==> config.mk <==
export PLATFORM = sky130hd
export DESIGN_NAME = peri_bus_master
export DESIGN_NICKNAME = d
export VERILOG_FILES = /design/src/rtl/peri_bus_master.sv
export SDC_FILE = /design/constraint.sdc
export NUM_CORES = 1
export LEC_CHECK = 0
export ABC_AREA = 1
export CAP_MARGIN = 30
export CORE_ASPECT_RATIO = 1.75
export CORE_MARGIN = 5
export CORE_UTILIZATION = 42
export CTS_BUF_LIST = sky130_fd_sc_hd__clkbuf_8
export CTS_CLUSTER_DIAMETER = 150
export DETAILED_ROUTE_END_ITERATION = 16
export PLACE_DENSITY = 0.83
export SETUP_SLACK_MARGIN = 0.2
export SLEW_MARGIN = 15
export SYNTH_ARGS = -nofsm -noshare
export SYNTH_HDL_FRONTEND = slang
export SYNTH_SLANG_ARGS = --single-unit
==> constraint.sdc <==
create_clock -name clk -period 2.3 [get_ports clk]
set_input_delay 0.46 -clock clk [delete_from_list [all_inputs] [get_ports clk]]
set_output_delay 0.46 -clock clk [all_outputs]
set_load 0.005 [all_outputs]
==> src/rtl/peri_bus_master.sv <==
// Peripheral bus initiator: runs one single-word bus cycle per LSU request, holding the strobe
// until the responder acks or a timeout expires, then returns data or an error to the LSU.
module peri_bus_master #(
    parameter int unsigned TIMEOUT_CYCLES = 256,
    parameter int unsigned CNT_W          = 9
) (
    input  logic        clk,
    input  logic        cpurst,
    input  logic        req_valid,
    output logic        req_ready,
    input  logic        req_we,
    input  logic [31:0] req_addr,
    input  logic [31:0] req_wdata,
    output logic        rsp_valid,
    input  logic        rsp_ready,
    output logic [31:0] rsp_rdata,
    output logic        rsp_err,
    output logic        peri_w,
    output logic        peri_r,
    output logic [31:0] peri_addr,
    output logic [31:0] peri_wdat,
    input  logic [31:0] peri_rdat,
    input  logic        peri_ack
);

    typedef enum logic [1:0] {StIdle, StAccess, StResp} state_e;

    localparam logic [CNT_W-1:0] CntLast = CNT_W'(TIMEOUT_CYCLES - 1);

    state_e             state_q, state_d;
    logic [CNT_W-1:0]   cnt_q, cnt_d;
    logic               peri_w_q, peri_w_d;
    logic               peri_r_q, peri_r_d;
    logic [31:0]        peri_addr_q, peri_addr_d;
    logic [31:0]        peri_wdat_q, peri_wdat_d;
    logic               rsp_valid_q, rsp_valid_d;
    logic [31:0]        rsp_rdata_q, rsp_rdata_d;
    logic               rsp_err_q, rsp_err_d;

    always_ff @(posedge clk) begin
        if (cpurst) begin
            state_q     <= StIdle;
            cnt_q       <= '0;
            peri_w_q    <= 1'b0;
            peri_r_q    <= 1'b0;
            peri_addr_q <= '0;
            peri_wdat_q <= '0;
            rsp_valid_q <= 1'b0;
            rsp_rdata_q <= '0;
            rsp_err_q   <= 1'b0;
        end else begin
            state_q     <= state_d;
            cnt_q       <= cnt_d;
            peri_w_q    <= peri_w_d;
            peri_r_q    <= peri_r_d;
            peri_addr_q <= peri_addr_d;
            peri_wdat_q <= peri_wdat_d;
            rsp_valid_q <= rsp_valid_d;
            rsp_rdata_q <= rsp_rdata_d;
            rsp_err_q   <= rsp_err_d;
        end
    end

    always_comb begin
        state_d     = state_q;
        cnt_d       = cnt_q;
        peri_w_d    = peri_w_q;
        peri_r_d    = peri_r_q;
        peri_addr_d = peri_addr_q;
        peri_wdat_d = peri_wdat_q;
        rsp_valid_d = rsp_valid_q;
        rsp_rdata_d = rsp_rdata_q;
        rsp_err_d   = rsp_err_q;
        unique case (state_q)
            StIdle: begin
                if (req_valid) begin
                    if (req_addr[1:0] != 2'b00) begin
                        // Misaligned: answer straight away without touching the bus.
                        state_d     = StResp;
                        rsp_valid_d = 1'b1;
                        rsp_err_d   = 1'b1;
                        rsp_rdata_d = '0;
                    end else begin
                        state_d     = StAccess;
                        peri_addr_d = req_addr;
                        peri_wdat_d = req_wdata;
                        peri_w_d    = req_we;
                        peri_r_d    = ~req_we;
                        cnt_d       = '0;
                    end
                end
            end
            StAccess: begin
                // Ack is tested first so a coincident timeout still completes normally.
                if (peri_ack) begin
                    state_d     = StResp;
                    peri_w_d    = 1'b0;
                    peri_r_d    = 1'b0;
                    rsp_valid_d = 1'b1;
                    rsp_err_d   = 1'b0;
                    rsp_rdata_d = peri_r_q ? peri_rdat : '0;
                end else if (cnt_q == CntLast) begin
                    state_d     = StResp;
                    peri_w_d    = 1'b0;
                    peri_r_d    = 1'b0;
                    rsp_valid_d = 1'b1;
                    rsp_err_d   = 1'b1;
                    rsp_rdata_d = '0;
                end else begin
                    cnt_d = cnt_q + 1'b1;
                end
            end
            StResp: begin
                if (rsp_ready) begin
                    state_d     = StIdle;
                    rsp_valid_d = 1'b0;
                    rsp_err_d   = 1'b0;
                    rsp_rdata_d = '0;
                end
            end
            default: state_d = StIdle;
        endcase
    end

    always_comb begin
        req_ready = (state_q == StIdle);
        rsp_valid = rsp_valid_q;
        rsp_rdata = rsp_rdata_q;
        rsp_err   = rsp_err_q;
        peri_w    = peri_w_q;
        peri_r    = peri_r_q;
        peri_addr = peri_addr_q;
        peri_wdat = peri_wdat_q;
    end

endmodule

=== Word-level counts from Yosys, hierarchy flattened ===
Index checks and enable logic that the tools add are counted.

* Bits in registers: 111
* Input port bits: 102
* Logic and storage cells: 65

* $add $sub $neg: 1
* Eq/ne operators: 10
* Multiplexer cells: 34
* Bitwise operators: 2
* Reductions and logical operators: 9

{| class="wikitable"
|+ Operators by type and width
! cell !! count
|-
| 2-to-1 mux 32 bit || 6
|-
| case mux 32 bit (3 select lines) || 1
|-
| 2-to-1 mux 9 bit || 4
|-
| case mux 9 bit (2 select lines) || 1
|-
| 2-to-1 mux 1 bit || 12
|-
| 2-to-1 mux 2 bit || 5
|-
| != test 2 bit (second input constant) || 5
|-
| AND reduction 5 bit || 2
|-
| adder 9 x 1 -> 9 bit (second input constant) || 1
|-
| equality test 9 x 8 -> 1 bit (second input constant) || 1
|-
| case mux 1 bit (3 select lines) || 2
|-
| case mux 2 bit (3 select lines) || 1
|-
| AND reduction 3 bit || 2
|-
| case mux 1 bit (2 select lines) || 2
|-
| AND reduction 4 bit || 1
|-
| nonzero test 2 bit || 2
|-
| != test 3 bit (second input constant) || 1
|-
| nonzero test 3 bit || 1
|-
| equality test 2 x 1 -> 1 bit (second input constant) || 1
|-
| equality test 2 bit (second input constant) || 1
|-
| logical NOT 2 bit || 1
|-
| != test 2 x 1 -> 1 bit (second input constant) || 1
|-
| inverter 1 bit || 2
|}

=== Longest topological paths before layout ===
Gate-level depths: netlist (run 1).

* Depth after elaboration: 4
* Depth in mapped cells: 13
* Depth with buffers taken out: 13

=== Worst setup path after synthesis (run 1) ===
OpenSTA, ideal clock, no wires.

* Path type: reg-to-reg
* Start: register cnt_q[0]
* End: register rsp_rdata_q[10], in the netlist rsp_rdata[10]
* Data arrival time: 1,650 ps
* Data required time: 2,168 ps
* Setup slack: 518 ps
* Cell stages (with the launch flop): 11
* Buffers on the path: 1
* Clock period less this slack: 1,782 ps
* Cell sequence: dfxtp_1 -> ha_1 -> nand3_1 -> nor3_1 -> ha_1 -> nor2_1 -> nand2_1 -> nand3_2 -> buf_2 -> o21ai_0 -> a21oi_1

* Longest elaborated chain between the ends: 3

{| class="wikitable"
|+ Ends and longest elaborated chain
! what !! line !! RTL
|-
| from (decl) || 31 || <nowiki>logic [CNT_W-1:0] cnt_q, cnt_d;</nowiki>
|-
| from (signal assigned) || 53 || <nowiki>cnt_q <= cnt_d;</nowiki>
|-
| equality test 9 x 8 -> 1 bit || 102 || <nowiki>end else if (cnt_q == CntLast) begin</nowiki>
|-
| != test 3 bit (no line) || -- ||
|-
| AND reduction 5 bit (no line) || -- ||
|-
| to (signal assigned) || 59 || <nowiki>rsp_rdata_q <= rsp_rdata_d;</nowiki>
|-
| to (decl) || 37 || <nowiki>logic [31:0] rsp_rdata_q, rsp_rdata_d;</nowiki>
|}

Every way passes these cells.
A chain may end at the register's enable or synchronous reset.

=== Worst setup path after layout (run 1) ===
* Start: register state_q[1]
* End: output port req_ready

* Longest elaborated chain between the ends: 1

{| class="wikitable"
|+ Ends and longest elaborated chain
! what !! line !! RTL
|-
| from (decl) || 30 || <nowiki>state_e state_q, state_d;</nowiki>
|-
| from (signal assigned) || 42 || <nowiki>state_q <= StIdle;</nowiki>
|-
| from (signal assigned) || 52 || <nowiki>state_q <= state_d;</nowiki>
|-
| logical NOT 2 bit || 126 || <nowiki>req_ready = (state_q == StIdle);</nowiki>
|-
| to (decl) || 10 || <nowiki>output logic req_ready,</nowiki>
|}

Every way passes these cells.

==> impl_results.md, run 1 <==
* # hold bufs at CTS at 0
* Via count at 4411
* Critical R2R Launch: cnt_q[1]
* Grt ovf at 0
* Vias/cell at 5.13
* CTS Buffer Depth at 2
* CTS Root Cell: clkbuf_8
* Max_cap viols at 0
* Fraction of layout cells with a size suffix above 1 at 0.0571
* Cell count after synthesis at 547
* Cell area after placement at 6330 um2
* Pre-CTS setup slack at 252 ps
* Reg2reg path depth at 10
* Syn-to-layout area delta at 53.4%
* CTS Buf Count at 9
* Fin Setup TNS at 0 ps
* CTS tree: done
* Worst Hold Class: in2reg
* Fmax achieved at roughly 520 MHz
* Final instance area at 6510 um2
* Yosys warns at 0
* Commonest non-fill, non-tap cell in the layout: clkdlybuf4s50_1
* Effective utilization at floorplan at 0.429
* Most frequent cells in the layout: 200 x clkdlybuf4s50_1, 118 x nand2_1, 110 x dfxtp_1, 102 x a21oi_1, 69 x nand3_1
* Die Ht at around 140 um
* CP endpoint: req_ready
* Final WS setup at 366 ps
* Worst-Skew Late Latency at 370 ps
* Final period util at 0.841
* Routed Antenna Nets at 0
* CP Class: reg2out
* Wire length per cell at 15.3 um
* # DRC at 0
* Clock sink count at ~110
* PwrDens at 552 nW/um2
* Vias in the first global route at between 4000 and 5000
* RR Endpoint: rsp_rdata[16]
* Worst R2R Setup Slack at approximately 400 ps
* Post-Syn Area at 4250 um2
* Mapped Avg Cell Area at 7.76 um2
* FF+latch count, synth at 111
* Maximum fanout along the worst path at 5
* # H-tree levels at 3
* Worst EP required at 1840 ps
* # nets final at 835
* Die X at between 80 and 90 um
* Site row count at 48
* Startpoint types: flop
* Fin crit period at between 1500 and 2000 ps
* Tot Pwr at 0.00360 W
* Final WL at 13.1 mm
* Global-route wire length before repair at 20.9 mm
* Max-slew headroom at 0.706
* Antenna violations before repair at 0
* RSZ-0062 raised after global routing: no
* Antenna Cells at 0
* Clk pin slew, worst setup/hold paths at 100 ps
* Setup crit end kind: output pin
* RePlAce Congestion at just over 0.8
* Worst slew pin tran at ~440 ps
* Iteration count of the initial detailed-routing pass at 4
* I/O Buffers at 202
* Die area at 12300 um2
* Outcome: finished clean
* Slew Viols, Final at 0
* CP arrival at 1470 ps
* Clk_skew at 13.9 ps
* CP Launch Point: state_q[1]
* Post-synthesis cell type count at 27
* Largest net degree at the start of global routing at between 40 and 50
* DP HPWL at 9.84 mm
* Syn Nets at 651
* Core ar. at 9910 um2
* # IOs at 203
* Final setup violation count at 0
* Peak VDD IR at around 0.31 mV
* Final Hold Viols at 0
* Drt initial violations at between 200 and 250
* Util after Layout at 0.657
* Setup Buffers After CTS at 0
* Overall routing resource usage at 0.211
* Post-synthesis sequential area ratio at 0.523
* Pleak at 2.25 nW
-- how the worst min path moves through the flow --
stage	from	to	slack, ps	depth (start not counted)
finish	cpurst	peri_wdat[16]	400	2
global route	cpurst	peri_addr[2]	380	2
CTS	cpurst	peri_wdat[16]	380	2
detailed placement	peri_addr[11]	peri_addr[11]	450	2
global placement	peri_addr[0]	peri_addr[0]	450	2
floorplan	peri_addr[0]	peri_addr[0]	450	2
-- timing repair --
item	4_1_cts	5_1_grt
gates resized for setup	0	17
endpoints found under the setup margin	0	39
endpoints found under the hold margin	0	0
-- cells by family (layout without fill, tap and decap cells) --
logic type	Yosys count	count (layout)	share of synthesized area
AND/OR/NAND/NOR	225	225	0.233
buffers and inverters	65	253	0.0654
XOR/XNOR	1	1	0.00206
flip-flops	111	111	0.523
AO/OA/AOI/OAI	143	143	0.170
adder cells (fa/ha/maj)	2	2	0.00589
-- power breakdown --
part / switching (W) / internal (W)
Sequential: 0.0000319 / 0.00197
Clock: 0.000625 / 0.000384
Combinational: 0.000273 / 0.000308
-- registers in the layout, summed over array words and instances (netlist names) --
| name | cells |
|---|---|
| peri_wdat | 32 |
| state_q | 2 |
| cnt_q | 9 |
| rsp_rdata | 32 |
| peri_addr | 32 |
| peri_r | 1 |
| rsp_valid | 1 |
| peri_w | 1 |
| rsp_err | 1 |
-- cell type report --
class / count / area [um2]
fillers: 847 / 3400
repair buffers: 213 / 2110
clock buffers: 9 / 124
clock inverters: 6 / 40.0
flip-flops and latches: 111 / 2220
well taps: 125 / 156
multi-input cells: 371 / 1760
inverters: 25 / 96.3
-- routing by layer --
| metal | up-vias | GRT usage | routed length (um) |
|---|---|---|---|
| li1 | 2187 | - | - |
| met1 | 2039 | 0.224 | 4810 |
| met2 | 170 | 0.380 | 6980 |
| met3 | 15 | 0.0768 | 1120 |
| met4 | 0 | 0.0726 | 234 |
| met5 | - | 0 | 0 |
-- synthesized netlist by cell type, drive strengths merged --
cell type    n  share of area
nand2      124           0.11
dfxtp      111           0.52
a21oi      102           0.12
nand3       71          0.085
o21ai       40          0.048
inv         25          0.023
clkbuf      23          0.021
nor2        21          0.022
buf         17          0.022
nand4        3         0.0044
ha           2         0.0059
nand3b       2         0.0035
nor3         2         0.0024
or2          2         0.0029
o21bai       1         0.0018
xor2         1         0.0021
-- worst max-delay path, cell delays in order, from the launching register on --
cell	delay [ps]
dfxtp_1	390
nor2_4	200
clkdlybuf4s50_1	530
-- per-stage QoR --
stage | std cells | hold WS, ps
finish | 860 | 399
global route | 860 | 380
CTS | 860 | 378
detailed placement | 845 | 451
global placement | 845 | 445
floorplan | 547 | 449
Power figures use the tool's default switching activity.
==> run 2, diff against run 1 <==
--- a/config.mk
+++ b/config.mk
@@ -9,11 +9,11 @@
 export CAP_MARGIN = 30
 export CORE_ASPECT_RATIO = 1.75
 export CORE_MARGIN = 5
-export CORE_UTILIZATION = 42
+export CORE_UTILIZATION = 38
 export CTS_BUF_LIST = sky130_fd_sc_hd__clkbuf_8
 export CTS_CLUSTER_DIAMETER = 150
 export DETAILED_ROUTE_END_ITERATION = 16
-export PLACE_DENSITY = 0.83
+export PLACE_DENSITY = 0.79
 export SETUP_SLACK_MARGIN = 0.2
 export SLEW_MARGIN = 15
 export SYNTH_ARGS = -nofsm -noshare
==> constraint.sdc (replaced) <==
create_clock -name clk -period 1.7 [get_ports clk]
set_input_delay 0.34 -clock clk [delete_from_list [all_inputs] [get_ports clk]]
set_output_delay 0.34 -clock clk [all_outputs]
set_load 0.005 [all_outputs]
==> run 2 against run 1 <==
  * The flow now finishes with violations (setup timing)
  * Die area rose by 9.5%
  * Combinational power rose by 55%
  * Core utilization fell by 2.4 points
  * Sequential power rose by 35%
  * Sequential share of layout area fell by 1.3 points
  * Non-clock buffer count rose by 24
  * Clock skew fell by 4.6 ps
  * Total power rose by 43%
  * Clock power rose by 49%
  * Cell area rose by 7.3%
  * Wire length rose by 10%
  * Setup slack got worse by 480 ps
  * Critical endpoint is now cnt_q[0]
  * Largest power group unchanged
  * Highest routed layer unchanged
==> impl_results.md, run 2 (synthesized netlist as in run 1, its figures left out) <==
* Clock sink count at 111
* Worst Hold Class: in2reg
* CTS Root Cell: clkbuf_8
* Fill cells at 971
* Die Ht at about 150 um
* Clk_skew at 9.30 ps
* Slowest stage delay, CP at 350 ps
* Worst-Skew Late Latency at 370 ps
* # H-tree levels at 3
* RSZ-0062 raised after global routing: yes
* Fin crit period at around 1800 ps
* Vias in the first global route at 4648
* RR Endpoint: cnt_q[0]
* CTS tree: done
* Syn-to-layout area delta at 64.6%
* Maximum fanout along the worst path at 5
* Top delay family on crit path: simple AND/OR/NAND/NOR gates
* Pleak at around 3.0 nW
* Fin Hold WS at 345 ps
* CTS Buf Count at 9
* Die area at 13500 um2
* Drt initial violations at 208
* CP arrival at 2110 ps
* Fmax achieved at 552 MHz
* Final Hold Viols at 0
* Clk pin slew, worst setup/hold paths at around 100 ps
* Largest net degree at the start of global routing at 50
* Max_cap viols at 0
* Final period util at 1.07
* Overall routing resource usage at 0.200
* Worst EP required at 1990 ps
* Outcome: complete, but fails checks
* Tot Pwr at 0.00513 W
* Site row count at between 50 and 60
* Worst slew pin tran at around 470 ps
* Wire length per cell at 16.2 um
* CP Class: reg2reg
* Slew Viols, Final at 0
* Slowest-stage cell, CP: dfxtp_2
* Setup crit end kind: flop
* Global-route wire length before repair at approximately 22 mm
* RePlAce Congestion at ~0.83
* Fraction of layout cells with a size suffix above 1 at 0.204
* Final instance area at between 6000 and 7000 um2
* Routed Antenna Nets at 0
* Placed cells at 864
* Failing checks: setup timing
* CTS Buffer Depth at 2
* # hold bufs at CTS at 0
* Peak VDD IR at 0.412 mV
* I/O Buffers at 202
* Commonest non-fill, non-tap cell in the layout: nand2_1
* PwrDens at 733 nW/um2
* Grt ovf at 0
* Die X at 89.9 um
* Most frequent cell on the critical path: nand2_8
* Hold worst-path end: state_q[0]
* Final setup violation count at between 40 and 50
* # DRC at 0
* # nets final at 860
* DP HPWL at between 10 and 15 mm
* Worst R2R Setup Slack at -110 ps
* WP buf/inv at 1
* Antenna Cells at 0
* Final WL at 14.5 mm
* # IOs at 203
* Cell Count, Final, Fillers Out at 893
* Core ar. at 11000 um2
* Vias/cell at between 5 and 6
* Iteration count of the initial detailed-routing pass at 5
* Worst-path cell chain: ha_4 -> nand3_4 -> nor3_4 -> ha_2 -> nor2_2 -> nand2_2 -> buf_12 -> nand2_8 -> nand2_8 -> or2_0 -> a21oi_1
* Most frequent cells in the layout: 116 x nand2_1, 101 x dlygate4sd2_1, 99 x clkdlybuf4s50_1, 98 x a21oi_1, 68 x nand3_1
* WHS Path Cells at 2
* Max-slew headroom at 0.688
* Effective utilization at floorplan at 0.385
* Startpoint types: flop
* Reg2reg path depth at 11
* Via count at roughly 4600
* Final WS setup at -112 ps
* Antenna violations before repair at 0
* Cell area after placement at 6530 um2
* Critical R2R Launch: cnt_q[1]
* Hold path startpoint: cpurst
-- run 2: changes by cell type in the layout (fill, tap and decap cells not counted), sizes merged --
cell           previous run  this run
buf                      13        34
clkbuf                    9        13
clkdlybuf4s50           200        99
clkinv                    2         3
clkinvlp                  3         1
dlygate4sd2               0       101
inv                      26        27
nand2                   124       125
-- run 2: how the worst max path moves through the flow --
stage | end | slack, ps | cells after the start | from
finish | cnt_q[0] | -110 | 11 | cnt_q[1]
global route | cnt_q[0] | -180 | 11 | cnt_q[0]
CTS | cnt_q[0] | -40 | 11 | cnt_q[1]
detailed placement | rsp_rdata[31] | -140 | 10 | cnt_q[1]
global placement | rsp_rdata[31] | -40 | 10 | cnt_q[1]
floorplan | rsp_rdata[10] | 80 | 10 | cnt_q[1]
-- run 2: area by class of cell --
type | count | area [um2] | share of cell area
sequential | 111 | 2300 | 0.329
timing repair buffer | 237 | 2300 | 0.329
multi-input combinational | 372 | 1940 | 0.277
tap | 132 | 165 | 0.0236
clock buffer | 10 | 138 | 0.0197
inverter | 25 | 96.3 | 0.0138
clock inverter | 6 | 55.1 | 0.00788
-- run 2: what timing repair did --
action	in CTS	in global routing
cloned	1	3
hold endpoints to repair	0	0
buffers inserted	6	3
setup endpoints to repair	147	76
gates resized for setup	185	20
pin swaps	6	7
-- run 2: worst reg2reg max path, stage by stage, from the launching register on --
cell	delay, ps
dfxtp_2	350
ha_4	170
nand3_4	70
nor3_4	40
ha_2	190
nor2_2	130
nand2_2	120
buf_12	160
nand2_8	80
nand2_8	70
or2_0	200
a21oi_1	150
-- run 2: through the flow --
step / TNS [ps] / util / setup slack, ps
3_3_place_gp: -144 / 0.591 / -35.1
3_5_place_dp: -3340 / 0.591 / -142
2_1_floorplan: 0 / - / 78.3
4_1_cts: -147 / 0.618 / -41.6
5_1_grt: -5200 / 0.633 / -178
6_report: -1350 / 0.633 / -112
-- run 2: where the power goes --
| group | switching [W] | internal, W | total [W] |
|---|---|---|---|
| Combinational | 0.000445 | 0.000455 | 0.000900 |
| Sequential | 0.0000465 | 0.00268 | 0.00272 |
| Clock | 0.000906 | 0.000596 | 0.00150 |
-- run 2: metal layers --
metal / track usage / vias to the layer above / wire length [um]
met5: 0 / - / 0
met4: 0.0991 / 0 / 464
met3: 0.0629 / 28 / 1090
met2: 0.363 / 199 / 7640
met1: 0.206 / 2144 / 5310
li1: - / 2238 / -
